[src/rtl/button_debouncer_if.sv]
// rtl/button_debouncer_if.sv - raw button pins in, conditioned button events out
// Signals:
//   pin_btn     raw asynchronous button pins (board side drives)
//   btn_level   debounced state, 1 = pressed
//   btn_press   one-cycle pulse on debounced 0->1
//   btn_release one-cycle pulse on debounced 1->0
//   btn_long    one-cycle pulse when a press has lasted HOLD_CYCLES
//   btn_held    1 from btn_long until release
// Modports: master = pin driver / consumer, slave = the debouncer.
interface button_debouncer_if #(
  parameter int NUM_BUTTONS = 4
);
  logic [NUM_BUTTONS-1:0] pin_btn;
  logic [NUM_BUTTONS-1:0] btn_level;
  logic [NUM_BUTTONS-1:0] btn_press;
  logic [NUM_BUTTONS-1:0] btn_release;
  logic [NUM_BUTTONS-1:0] btn_long;
  logic [NUM_BUTTONS-1:0] btn_held;

  modport master (
    output pin_btn,
    input  btn_level, btn_press, btn_release, btn_long, btn_held
  );

  modport slave (
    input  pin_btn,
    output btn_level, btn_press, btn_release, btn_long, btn_held
  );
endinterface

[src/rtl/button_debouncer.sv]
// rtl/button_debouncer.sv - per-channel push-button synchroniser, debouncer and long-press detector
// Ports:
//   pin_clk_16M  board clock, all logic on its rising edge
//   pin_reset_n  asynchronous active-low reset
//   bus          button_debouncer_if.slave: pin_btn in; btn_level/press/release/long/held out
// All outputs are registered; there is no combinational path from pin_btn.
module button_debouncer #(
  parameter int NUM_BUTTONS     = 4,
  parameter bit ACTIVE_LOW      = 1'b1,
  parameter int DEBOUNCE_CYCLES = 160000,
  parameter int HOLD_CYCLES     = 16000000
) (
  input  logic              pin_clk_16M,
  input  logic              pin_reset_n,
  button_debouncer_if.slave bus
);
  localparam int DW = $clog2(DEBOUNCE_CYCLES + 1);
  localparam int HW = $clog2(HOLD_CYCLES + 1);
  localparam logic [DW-1:0] DEB_LAST  = DW'(DEBOUNCE_CYCLES - 1);
  localparam logic [HW-1:0] HOLD_LAST = HW'(HOLD_CYCLES - 1);
  localparam logic [HW-1:0] HOLD_SAT  = HW'(HOLD_CYCLES);
  // Pin level of a released button; also the polarity-normalisation mask.
  localparam logic [NUM_BUTTONS-1:0] PIN_IDLE = {NUM_BUTTONS{ACTIVE_LOW}};

  logic [NUM_BUTTONS-1:0] r_sync1;
  logic [NUM_BUTTONS-1:0] r_sync2;
  logic [NUM_BUTTONS-1:0] r_level;
  logic [NUM_BUTTONS-1:0] r_press;
  logic [NUM_BUTTONS-1:0] r_release;
  logic [NUM_BUTTONS-1:0] r_long;
  logic [NUM_BUTTONS-1:0] r_held;
  logic [DW-1:0]          r_deb_cnt  [NUM_BUTTONS];
  logic [HW-1:0]          r_hold_cnt [NUM_BUTTONS];

  logic [NUM_BUTTONS-1:0] w_sample;
  logic [NUM_BUTTONS-1:0] w_accept;

  // The synchroniser keeps raw pin levels so it resets to the idle pin
  // level; normalising after sync2 gives 1 = pressed with identical timing.
  always_ff @(posedge pin_clk_16M or negedge pin_reset_n) begin
    if (!pin_reset_n) begin
      r_sync1 <= PIN_IDLE;
      r_sync2 <= PIN_IDLE;
    end else begin
      r_sync1 <= bus.pin_btn;
      r_sync2 <= r_sync1;
    end
  end

  always_comb begin
    w_sample = r_sync2 ^ PIN_IDLE;
    w_accept = '0;
    for (int i = 0; i < NUM_BUTTONS; i++) begin
      // DEBOUNCE_CYCLES-th consecutive disagreement: take the new level.
      w_accept[i] = (w_sample[i] != r_level[i]) && (r_deb_cnt[i] == DEB_LAST);
    end
  end

  always_ff @(posedge pin_clk_16M or negedge pin_reset_n) begin
    if (!pin_reset_n) begin
      r_level   <= '0;
      r_press   <= '0;
      r_release <= '0;
      r_long    <= '0;
      r_held    <= '0;
      for (int i = 0; i < NUM_BUTTONS; i++) begin
        r_deb_cnt[i]  <= '0;
        r_hold_cnt[i] <= '0;
      end
    end else begin
      for (int i = 0; i < NUM_BUTTONS; i++) begin
        r_press[i]   <= 1'b0;
        r_release[i] <= 1'b0;
        r_long[i]    <= 1'b0;

        // Any agreement (including a one-cycle bounce) restarts the count.
        if (w_sample[i] == r_level[i]) begin
          r_deb_cnt[i] <= '0;
        end else if (w_accept[i]) begin
          r_deb_cnt[i] <= '0;
          r_level[i]   <= w_sample[i];
          r_press[i]   <= w_sample[i];
          r_release[i] <= ~w_sample[i];
        end else begin
          r_deb_cnt[i] <= r_deb_cnt[i] + DW'(1);
        end

        // A release on the same edge as the hold threshold wins: no long
        // event is reported for a press that is already ending.
        if (w_accept[i] && r_level[i]) begin
          r_hold_cnt[i] <= '0;
          r_held[i]     <= 1'b0;
        end else if (!r_level[i]) begin
          r_hold_cnt[i] <= '0;
        end else begin
          if ((r_hold_cnt[i] == HOLD_LAST) && !r_held[i]) begin
            r_long[i] <= 1'b1;
            r_held[i] <= 1'b1;
          end
          // Saturate past the threshold so the long event cannot repeat.
          if (r_hold_cnt[i] != HOLD_SAT) begin
            r_hold_cnt[i] <= r_hold_cnt[i] + HW'(1);
          end
        end
      end
    end
  end

  assign bus.btn_level   = r_level;
  assign bus.btn_press   = r_press;
  assign bus.btn_release = r_release;
  assign bus.btn_long    = r_long;
  assign bus.btn_held    = r_held;
endmodule

[src/flat_wrapper.sv]
// flat-port wrapper written by rule: the top's interface ports become plain ports
module button_debouncer_flat 
#(
  parameter int NUM_BUTTONS     = 4,
  parameter bit ACTIVE_LOW      = 1'b1,
  parameter int DEBOUNCE_CYCLES = 160000,
  parameter int HOLD_CYCLES     = 16000000
)
  (pin_clk_16M, pin_reset_n, bus_pin_btn, bus_btn_level, bus_btn_press, bus_btn_release, bus_btn_long, bus_btn_held);
  button_debouncer_if #(.NUM_BUTTONS(NUM_BUTTONS)) bus_i ();
  input  logic pin_clk_16M;
  input  logic pin_reset_n;
  input wire logic [$bits(bus_i.pin_btn)-1:0] bus_pin_btn;
  output wire logic [$bits(bus_i.btn_level)-1:0] bus_btn_level;
  output wire logic [$bits(bus_i.btn_press)-1:0] bus_btn_press;
  output wire logic [$bits(bus_i.btn_release)-1:0] bus_btn_release;
  output wire logic [$bits(bus_i.btn_long)-1:0] bus_btn_long;
  output wire logic [$bits(bus_i.btn_held)-1:0] bus_btn_held;
  assign bus_i.pin_btn = bus_pin_btn;
  assign bus_btn_level = bus_i.btn_level;
  assign bus_btn_press = bus_i.btn_press;
  assign bus_btn_release = bus_i.btn_release;
  assign bus_btn_long = bus_i.btn_long;
  assign bus_btn_held = bus_i.btn_held;
  button_debouncer #(.NUM_BUTTONS(NUM_BUTTONS), .ACTIVE_LOW(ACTIVE_LOW), .DEBOUNCE_CYCLES(DEBOUNCE_CYCLES), .HOLD_CYCLES(HOLD_CYCLES)) u_core (.pin_clk_16M(pin_clk_16M), .pin_reset_n(pin_reset_n), .bus(bus_i));
endmodule
[config.mk]
export PLATFORM = sky130hd
export DESIGN_NAME = button_debouncer_flat
export DESIGN_NICKNAME = d
export VERILOG_FILES = /design/src/rtl/button_debouncer_if.sv /design/src/rtl/button_debouncer.sv /design/src/flat_wrapper.sv
export SDC_FILE = /design/constraint.sdc
export NUM_CORES = 1
export LEC_CHECK = 0
export CORE_MARGIN = 4
export CORE_UTILIZATION = 56
export DETAILED_ROUTE_END_ITERATION = 12
export GPL_TIMING_DRIVEN = 0
export PLACE_DENSITY_LB_ADDON = 0.05
export RECOVER_POWER = 100
export SYNTH_ARGS = -nofsm -noshare
export SYNTH_HDL_FRONTEND = slang
export SYNTH_SLANG_ARGS = --single-unit
[constraint.sdc]
create_clock -name pin_clk_16M -period 1.8 [get_ports pin_clk_16M]
set_input_delay 0.18 -clock pin_clk_16M [delete_from_list [all_inputs] [get_ports pin_clk_16M]]
set_output_delay 0.18 -clock pin_clk_16M [all_outputs]
set_load 0.005 [all_outputs]
-- Yosys cells after proc, flatten, opt, wreduce, memory -nomap -nowiden
Index checks and enable logic that the tools add are counted.
- register bits: 196
- bits of input ports: 6
- output and inout port bits: 20
- word-level logic and storage cells: 154
- $add $sub $neg: 8
- equality and inequality tests: 24
- mux-type cells: 60
- bitwise logic cells: 9
- reduce and logical (&&, ||, !) cells: 32
- operator list (cell ; number):
    2-to-1 mux 24 bit ; 12
    2-to-1 mux 18 bit ; 8
    adder 24 x 1 -> 24 bit (second input constant) ; 4
    == test 24 bit (second input constant) ; 4
    != test 24 bit (second input constant) ; 4
    adder 18 x 1 -> 18 bit (second input constant) ; 4
    == test 18 bit (second input constant) ; 4
    2-to-1 mux 1 bit ; 40
    AND reduction 2 bit ; 8
    nonzero test 2 bit ; 8
    logical AND 1 bit ; 12
    != test 3 bit (second input constant) ; 4
    inverter 1 bit ; 8
    == test 1 bit ; 4
    zero test 1 bit ; 4
    != test 1 bit ; 4
    inverter 4 bit ; 1

-- Longest topological paths before layout
Gate-level depths: netlist of the first run.
- depth in word-level cells: 6
- depth in mapped cells: 7
- gate-level depth less buffers: 6

-- Worst setup path before layout of the first run
Ideal clock, no wire load.
- path kind: reg-to-reg
- start: reg u_core.r_deb_cnt[18] (netlist name)
- end: reg u_core.r_deb_cnt[25] (netlist name)
- library setup time: 0.121 ns
- data arrival time: 1.782 ns
- data required time: 1.679 ns
- slack: -0.104 ns
- cell stages (with the launch flop): 8
- path buffers: 2
- clock period less this slack: 1.904 ns
- cells stage by stage: dfrtp_1 -> ha_1 -> nand3_1 -> or2_1 -> buf_2 -> o21ai_1 -> buf_2 -> nor2_1
- word-level cells in the longest chain between the ends: 4
- elaborated cells between the ends (all ways): 5
- classes of those cells: add/sub: 1; eq/ne: 1; mux: 2; reduce/logical: 1
- ends and longest elaborated chain (element ; line ; text):
    start: declaration ; button_debouncer.sv:32 ; logic [DW-1:0] r_deb_cnt [NUM_BUTTONS];
    start signal: indexed assignment ; button_debouncer.sv:85 ; r_deb_cnt[i] <= r_deb_cnt[i] + DW'(1);
    parallel branches: the longest is 2 deep, another holds adder 18 x 1 -> 18 bit ; - ;
    2-to-1 mux 18 bit * ; button_debouncer.sv:79 ; end else if (w_accept[i]) begin
    2-to-1 mux 18 bit * ; button_debouncer.sv:77 ; if (w_sample[i] == r_level[i]) begin
Every way passes the cells marked *.
A chain may end at the register's enable or synchronous reset.

-- Final worst setup path of the first run
- start: reg u_core.r_hold_cnt[0] (netlist name)
- end: reg u_core.r_hold_cnt[14] (netlist name)
- word-level cells in the longest chain between the ends: 4
- elaborated cells between the ends (all ways): 6
- classes of those cells: add/sub: 1; eq/ne: 2; mux: 3
- ends and longest elaborated chain (element ; line ; text):
    start: declaration ; button_debouncer.sv:33 ; logic [HW-1:0] r_hold_cnt [NUM_BUTTONS];
    start signal: indexed assignment ; button_debouncer.sv:102 ; r_hold_cnt[i] <= r_hold_cnt[i] + HW'(1);
    adder 24 x 1 -> 24 bit ; button_debouncer.sv:102 ;
    2-to-1 mux 24 bit ; button_debouncer.sv:101 ; if (r_hold_cnt[i] != HOLD_SAT) begin
    2-to-1 mux 24 bit ; button_debouncer.sv:93 ; end else if (!r_level[i]) begin
    2-to-1 mux 24 bit ; button_debouncer.sv:90 ; if (w_accept[i] && r_level[i]) begin
Several ways; a longest one is shown, not always the timed one. The select of a mux whose other input is x is not followed.

==> metrics, run 1 <==
vias in the first global route=between 7k and 8k; cell family with most CP delay=simple AND/OR/NAND/NOR gates; # DRC=0; largest net degree at the start of global routing=between 100 and 150; root buf cell=clkbuf_16; Slew Viols, Final=0; Die Wd=between 100 and 150 um; Avg Inst Size Synth=a little under 10 sq um; Layout Skew=~0.013 ns; TritonCTS clock tree=yes; Ant. Diodes=0; Sum Neg Setup Slack=-2.78 ns; CTS H-tree lvls=4; Power Total=a little under 9 mW; effective utilization at floorplan=between 50% and 60%; PwrDens=between 700 and 800 mW/mm^2; Gate Count Post-Synth=1013; Syn. warnings=0; utilization after layout=around three quarters; Async S/R FF share, synth=100%; Max IR drop VDD=approximately 0.0007 V; final period utilization=104%; global-route wire length before repair=38800 um; TritonCTS Sinks=196; CP arrival=approximately 2.2 ns; remaining global-route overflow=0; Port-buffer cells=25; CTS Buf Count=17; EDFF count, synth=0; CP Capture Type=register; placer congestion estimate=between 0.8 and 0.9; Detailed Place HPWL=around 13000 um; max_slew headroom=40.7%; area delta synth->final=28.7%; synth top area cells=dfrtp_1, xnor2_1, nor2_1; min Tclk post-route=about 1.9 ns; Final nets=about 1.2k; Die Area=0.0198 sq mm; violated checks=negative setup slack; max-cap viol count=0; status=complete, but fails checks; Final Hold Fails=0; DR vias/cell=slightly below 6; crit-path max FO=8; #FFs+latches synth=between 150 and 200; crit path buf inv count=1; dpl ws=-0.335 ns; initial antenna violation count=0; row count=48; fraction of layout cells with a size suffix above 1=between 20 and 30%; Worst-Margin Slew=~0.89 ns; CP startpoint kind=register; top_reg_cell synth=dfrtp_1; I/O pins=26; Initial DRC Count=about 500; Routed Antenna Nets=0; post-synth cell types=55; Pleak=approximately 4.9 nW; final setup fails=73; maximum clock rate=around 530 MHz; CORE AREA=0.0173 sq mm; height of the die=approximately 140 um; Hold Path Class=in -> reg; Routed WL=roughly 23000 um; Synth area leader=dfrtp_1; CP Class=reg -> reg; gr usage total=23.4%; drt first pass iters=5; sequential area share after synthesis=around half; most frequent cell after synthesis=dfrtp_1; Reg clk slew, reported paths=0.07 ns; RSZ-0062 raised after global routing=yes; syn_nets=about 1.0k; delay of the slowest critical-path stage=roughly 0.50 ns; Req. time, crit path=~2.2 ns; Post-Synthesis Cell Area=between 0.009 and 0.01 sq mm; post-route setup slack=-0.0789 ns; Longest Clk Path Bufs=2; commonest cells in the netlist=dfrtp_1, nor2_1, a21oi_1; worst path cell trace=ha_4, nand3_4, or4_4, buf_6, or3_4, a21oi_2; CP max stage cell=or4_4; top-area cell type share of the netlist area=a little under half; WL/cell=~17 um; via count=8313; insertion delay to the later sink of the worst-skew pair=around 0.43 ns
==> metal layers <==
layer,global-route usage [%],share of wire [%]
met5,0,0
met3,4.78,3.0
met4,6.02,1.1
met1,32.8,46
met2,37.6,50
==> sequential cells by signal, indices dropped and copies added, names as in the netlist <==
register                flops
u_core.r_sync1              4
u_core.bus.btn_level        4
u_core.r_hold_cnt          96
u_core.bus.btn_press        4
u_core.bus.btn_held         4
u_core.r_sync2              4
u_core.bus.btn_release      4
u_core.r_deb_cnt           72
u_core.bus.btn_long         4
==> path summary, 6_finish.rpt <==
kind,from,to,slack (ns),cells after the start
worst max-delay path,u_core.r_hold_cnt[0],u_core.r_hold_cnt[14],-0.08,6
worst min-delay path,bus_pin_btn[2],u_core.r_sync1[2],0.28,1
worst max register to register,u_core.r_hold_cnt[0],u_core.r_hold_cnt[14],-0.08,6
worst min register to register,u_core.r_sync1[3],u_core.r_sync2[3],0.36,0
max in group asynchronous,pin_reset_n,u_core.r_hold_cnt[24],0.15,3
min in group asynchronous,pin_reset_n,u_core.r_hold_cnt[95],0.32,2
==> cell families (layout without fill, tap and decap cells) <==
logic type               Yosys count  count (layout)  synth area share [%]
buffers and inverters             63             219                  2.72
AO/OA/AOI/OAI                    163             164                  9.93
adder cells (fa/ha/maj)           12              12                  1.52
flip-flops                       196             196                  49.9
AND/OR/NAND/NOR                  485             485                  27.5
multiplexers                       4               4                 0.432
XOR/XNOR                          90              90                  8.00
==> power by group <==
group	internal, mW	switching, mW	leakage, nW
Sequential	4.44	0.0291	2.67
Combinational	0.0838	0.155	1.88
Clock	2.54	1.69	0.315
Total	7.06	1.88	4.87
==> area by class of cell <==
type	count	area, sq um
multi-input cells	755	5340
flip-flops and latches	196	4940
fillers	1247	4620
repair buffers	133	1140
clock buffers	19	453
well taps	225	282
clock inverters	13	205
plain buffers	22	203
inverters	32	120
==> cells in the final DEF (no fill, tap or decap), types with 22 or more instances in the layout <==
cell,count
dfrtp_1,169
buf_4,93
nor2_1,85
nand3_1,51
nand2_1,47
xnor2_1,47
nand4_1,45
xor2_1,43
a21oi_1,42
o21ai_0,39
inv_1,32
a21oi_2,31
or3_1,27
or4_1,26
o31ai_1,25
nor3_1,22
==> per-stage QoR <==
step           hold WS (ns)  instances  area [sq um]
2_1_floorplan        -0.116       1013          9900
3_3_place_gp          0.346       1263         10400
3_5_place_dp          0.208       1264         10500
4_1_cts               0.135       1356         12000
5_1_grt               0.265       1395         12700
6_report              0.284       1395         12700
==> what timing repair did <==
action	in CTS	in global routing
pin swaps	32	48
cloned	5	2
hold buffers	1	0
setup endpoints to repair	165	145
endpoints found under the hold margin	73	0
setup buffers	61	40
gates resized for setup	96	135
No activity file was read; power rests on OpenSTA's default activity.
==> inputs of run 2 (changes only) <==
--- a/config.mk
+++ b/config.mk
@@ -6,7 +6,7 @@
 export NUM_CORES = 1
 export LEC_CHECK = 0
 export CORE_MARGIN = 4
-export CORE_UTILIZATION = 56
+export CORE_UTILIZATION = 45
 export DETAILED_ROUTE_END_ITERATION = 12
 export GPL_TIMING_DRIVEN = 0
 export PLACE_DENSITY_LB_ADDON = 0.05
==> run 2 against run 1 <==
  * The flow still finishes with violations (negative setup slack)
  * Utilization fell by 14 points
  * Sequential share of layout area rose by 0.36 points
  * Via count fell by 3.0%
  * Final cell count rose by 3.4%
  * First-iteration DRC count fell by 14%
  * Die area rose by 23%
==> metrics, run 2 (synthesis gave the netlist of run 1 again) <==
Initial DRC Count=433; most flop-heavy register=u_core.r_hold_cnt; RR Startpoint=u_core.r_hold_cnt[1]; utilization after layout=59.0%; Multi-input gate area=between 0.005 and 0.006 sq mm; Die Wd=between 150 and 200 um; CP max stage cell=or4_4; TritonCTS Sinks=roughly 200; global-route wire length before repair=37900 um; PwrDens=just under 700 mW/mm^2; height of the die=approximately 160 um; R2R depth=5; area post-placement=~0.011 sq mm; CP endpoint=u_core.r_hold_cnt[22]; fin cells=approximately 1.4k; DR vias/cell=between 5 and 6; # DRC=0; placer congestion estimate=about 0.77; commonest non-fill, non-tap cell in the layout=dfrtp_1; remaining global-route overflow=0; delay of the slowest critical-path stage=a little over 0.5 ns; sequential share of power=52.0%; number of flip-flops in the largest register=96; CP startpoint kind=register; row count=53; vias in the first global route=7820; CP arrival=about 2.2 ns; Detailed Place HPWL=13600 um; CORE AREA=~0.021 sq mm; CTS H-tree lvls=4; final setup fails=36; gr usage total=a little under a fifth; Max IR drop VDD=slightly below 0.0005 V; fraction of layout cells with a size suffix above 1=between 20 and 30%; Layout Skew=0.0128 ns; area delta synth->final=27.5%; final period utilization=103%; max_slew headroom=a little over two fifths; Reg clk slew, reported paths=around 0.07 ns; min Tclk post-route=roughly 1.9 ns; CP Launch Point=u_core.r_hold_cnt[1]; Pleak=~4.8 nW; Longest Clk Path Bufs=2; post-route setup slack=-0.0590 ns; Req. time, crit path=2.15 ns; largest net degree at the start of global routing=73; clock power share=between 40% and 50%; Final Hold Fails=0; Slew Viols, Final=0; I/O pins=26; drt first pass iters=4; effective utilization at floorplan=46.3%; TritonCTS clock tree=yes; worst path cell trace=ha_4, nand3_4, or4_4, or4_4, a21oi_2; Port-buffer cells=25; Worst-Margin Slew=~0.84 ns; status=complete, but fails checks; root buf cell=clkbuf_16; initial antenna violation count=0; Die Area=0.0243 sq mm; via count=8067; RSZ-0062 raised after global routing=yes; most frequent cells in the layout=dfrtp_1, nor2_1, buf_4; maximum clock rate=between 500 and 600 MHz; fin area=0.0126 sq mm; Ant. Diodes=0; dpl cells=1315; final-layout fill cell count=1805; internal power=slightly below 7 mW; Hold Path Class=in -> reg; max-cap viol count=0; P_sw=roughly 1.9 mW; Register Area=approximately 0.0049 sq mm; crit-path max FO=3; CP Class=reg -> reg; Comb power frac=between 2 and 3%; crit-path most repeated cell=or4_4; register-to-register setup slack=-0.06 ns; Sum Neg Setup Slack=-1.17 ns; Routed Antenna Nets=0; CTS Buf Count=17; insertion delay to the later sink of the worst-skew pair=0.43 ns; violated checks=negative setup slack; WL/cell=15.4 um; Top Registers=u_core.r_hold_cnt x96, u_core.r_deb_cnt x72; CP Capture Type=register; sw frac=between 20% and 30%; Routed WL=22300 um; RR Endpoint=u_core.r_hold_cnt[22]; Final nets=1173
## run 2: cell types whose count changed in the layout (fill, tap and decap cells not counted), sizes merged
cell	previous run	this run
clkbuf	28	26
clkinvlp	3	2
clkinv	5	6
bufinv	5	2
o21ai	49	48
dlygate4sd3	18	5
clkdlybuf4s50	7	20
buf	121	125
## run 2: worst min-delay path by stage
stage | from | slack (ns) | cells past startpoint | endpoint
finish | bus_pin_btn[3] | 0.29 | 1 | u_core.r_sync1[3]
CTS | bus_pin_btn[2] | 0.13 | 1 | u_core.r_sync1[2]
global route | bus_pin_btn[2] | 0.26 | 1 | u_core.r_sync1[2]
global placement | u_core.r_sync1[2] | 0.35 | 0 | u_core.r_sync2[2]
detailed placement | pin_reset_n | 0.14 | 1 | u_core.r_hold_cnt[77]
floorplan | pin_reset_n | -0.12 | 0 | u_core.bus.btn_held[0]
## run 2: per-layer routing
layer | vias up | global-route usage (%) | share of wire [%]
li1 | 3988 | - | -
met1 | 3998 | 25.8 | 48
met2 | 70 | 30.3 | 49
met3 | 11 | 3.61 | 2.3
met4 | 0 | 3.96 | 0.64
met5 | - | 0 | 0
## run 2: power by group through the flow
stage          logic, mW  registers (mW)  clock network (mW)
3_3_place_gp       0.187            4.56                   0
2_1_floorplan     0.0673            4.55                   0
3_5_place_dp       0.206            4.55                   0
4_1_cts            0.241            4.47                4.02
5_1_grt            0.288            4.48                4.22
6_report           0.244            4.47                3.88
## run 2: cell type report
class / count / area share, %
multi-input combinational: 754 / 41.5
sequential: 196 / 39.3
timing repair buffer: 129 / 8.83
clock buffer: 22 / 3.85
tap: 275 / 2.74
buffer: 25 / 1.83
clock inverter: 10 / 0.986
inverter: 32 / 0.956
## run 2: repair_timing
action | in CTS | in global routing
hold buffers | 1 | 0
cloned | 6 | 1
buffers inserted | 65 | 30
pin swaps | 30 | 44
endpoints found under the setup margin | 169 | 145
gates resized for setup | 87 | 104
endpoints found under the hold margin | 56 | 0
## run 2: metrics by stage
stage / setup slack, ns / power (mW) / hold WS, ns
6_report: -0.0590 / 8.60 / 0.291
5_1_grt: -0.131 / 8.99 / 0.256
4_1_cts: -0.0545 / 8.73 / 0.130
3_5_place_dp: -0.369 / 4.76 / 0.144
3_3_place_gp: -7.84 / 4.74 / 0.345
2_1_floorplan: -0.0589 / 4.61 / -0.116
## run 2: critical path, delay by kind of cell, from the launching register on
family | cells | cell delay [ns]
DFF | 1 | 0.42
and+or+nand+nor | 3 | 1.07
adders and majority gates | 1 | 0.17
AOI/OAI and AO/OA | 1 | 0.14
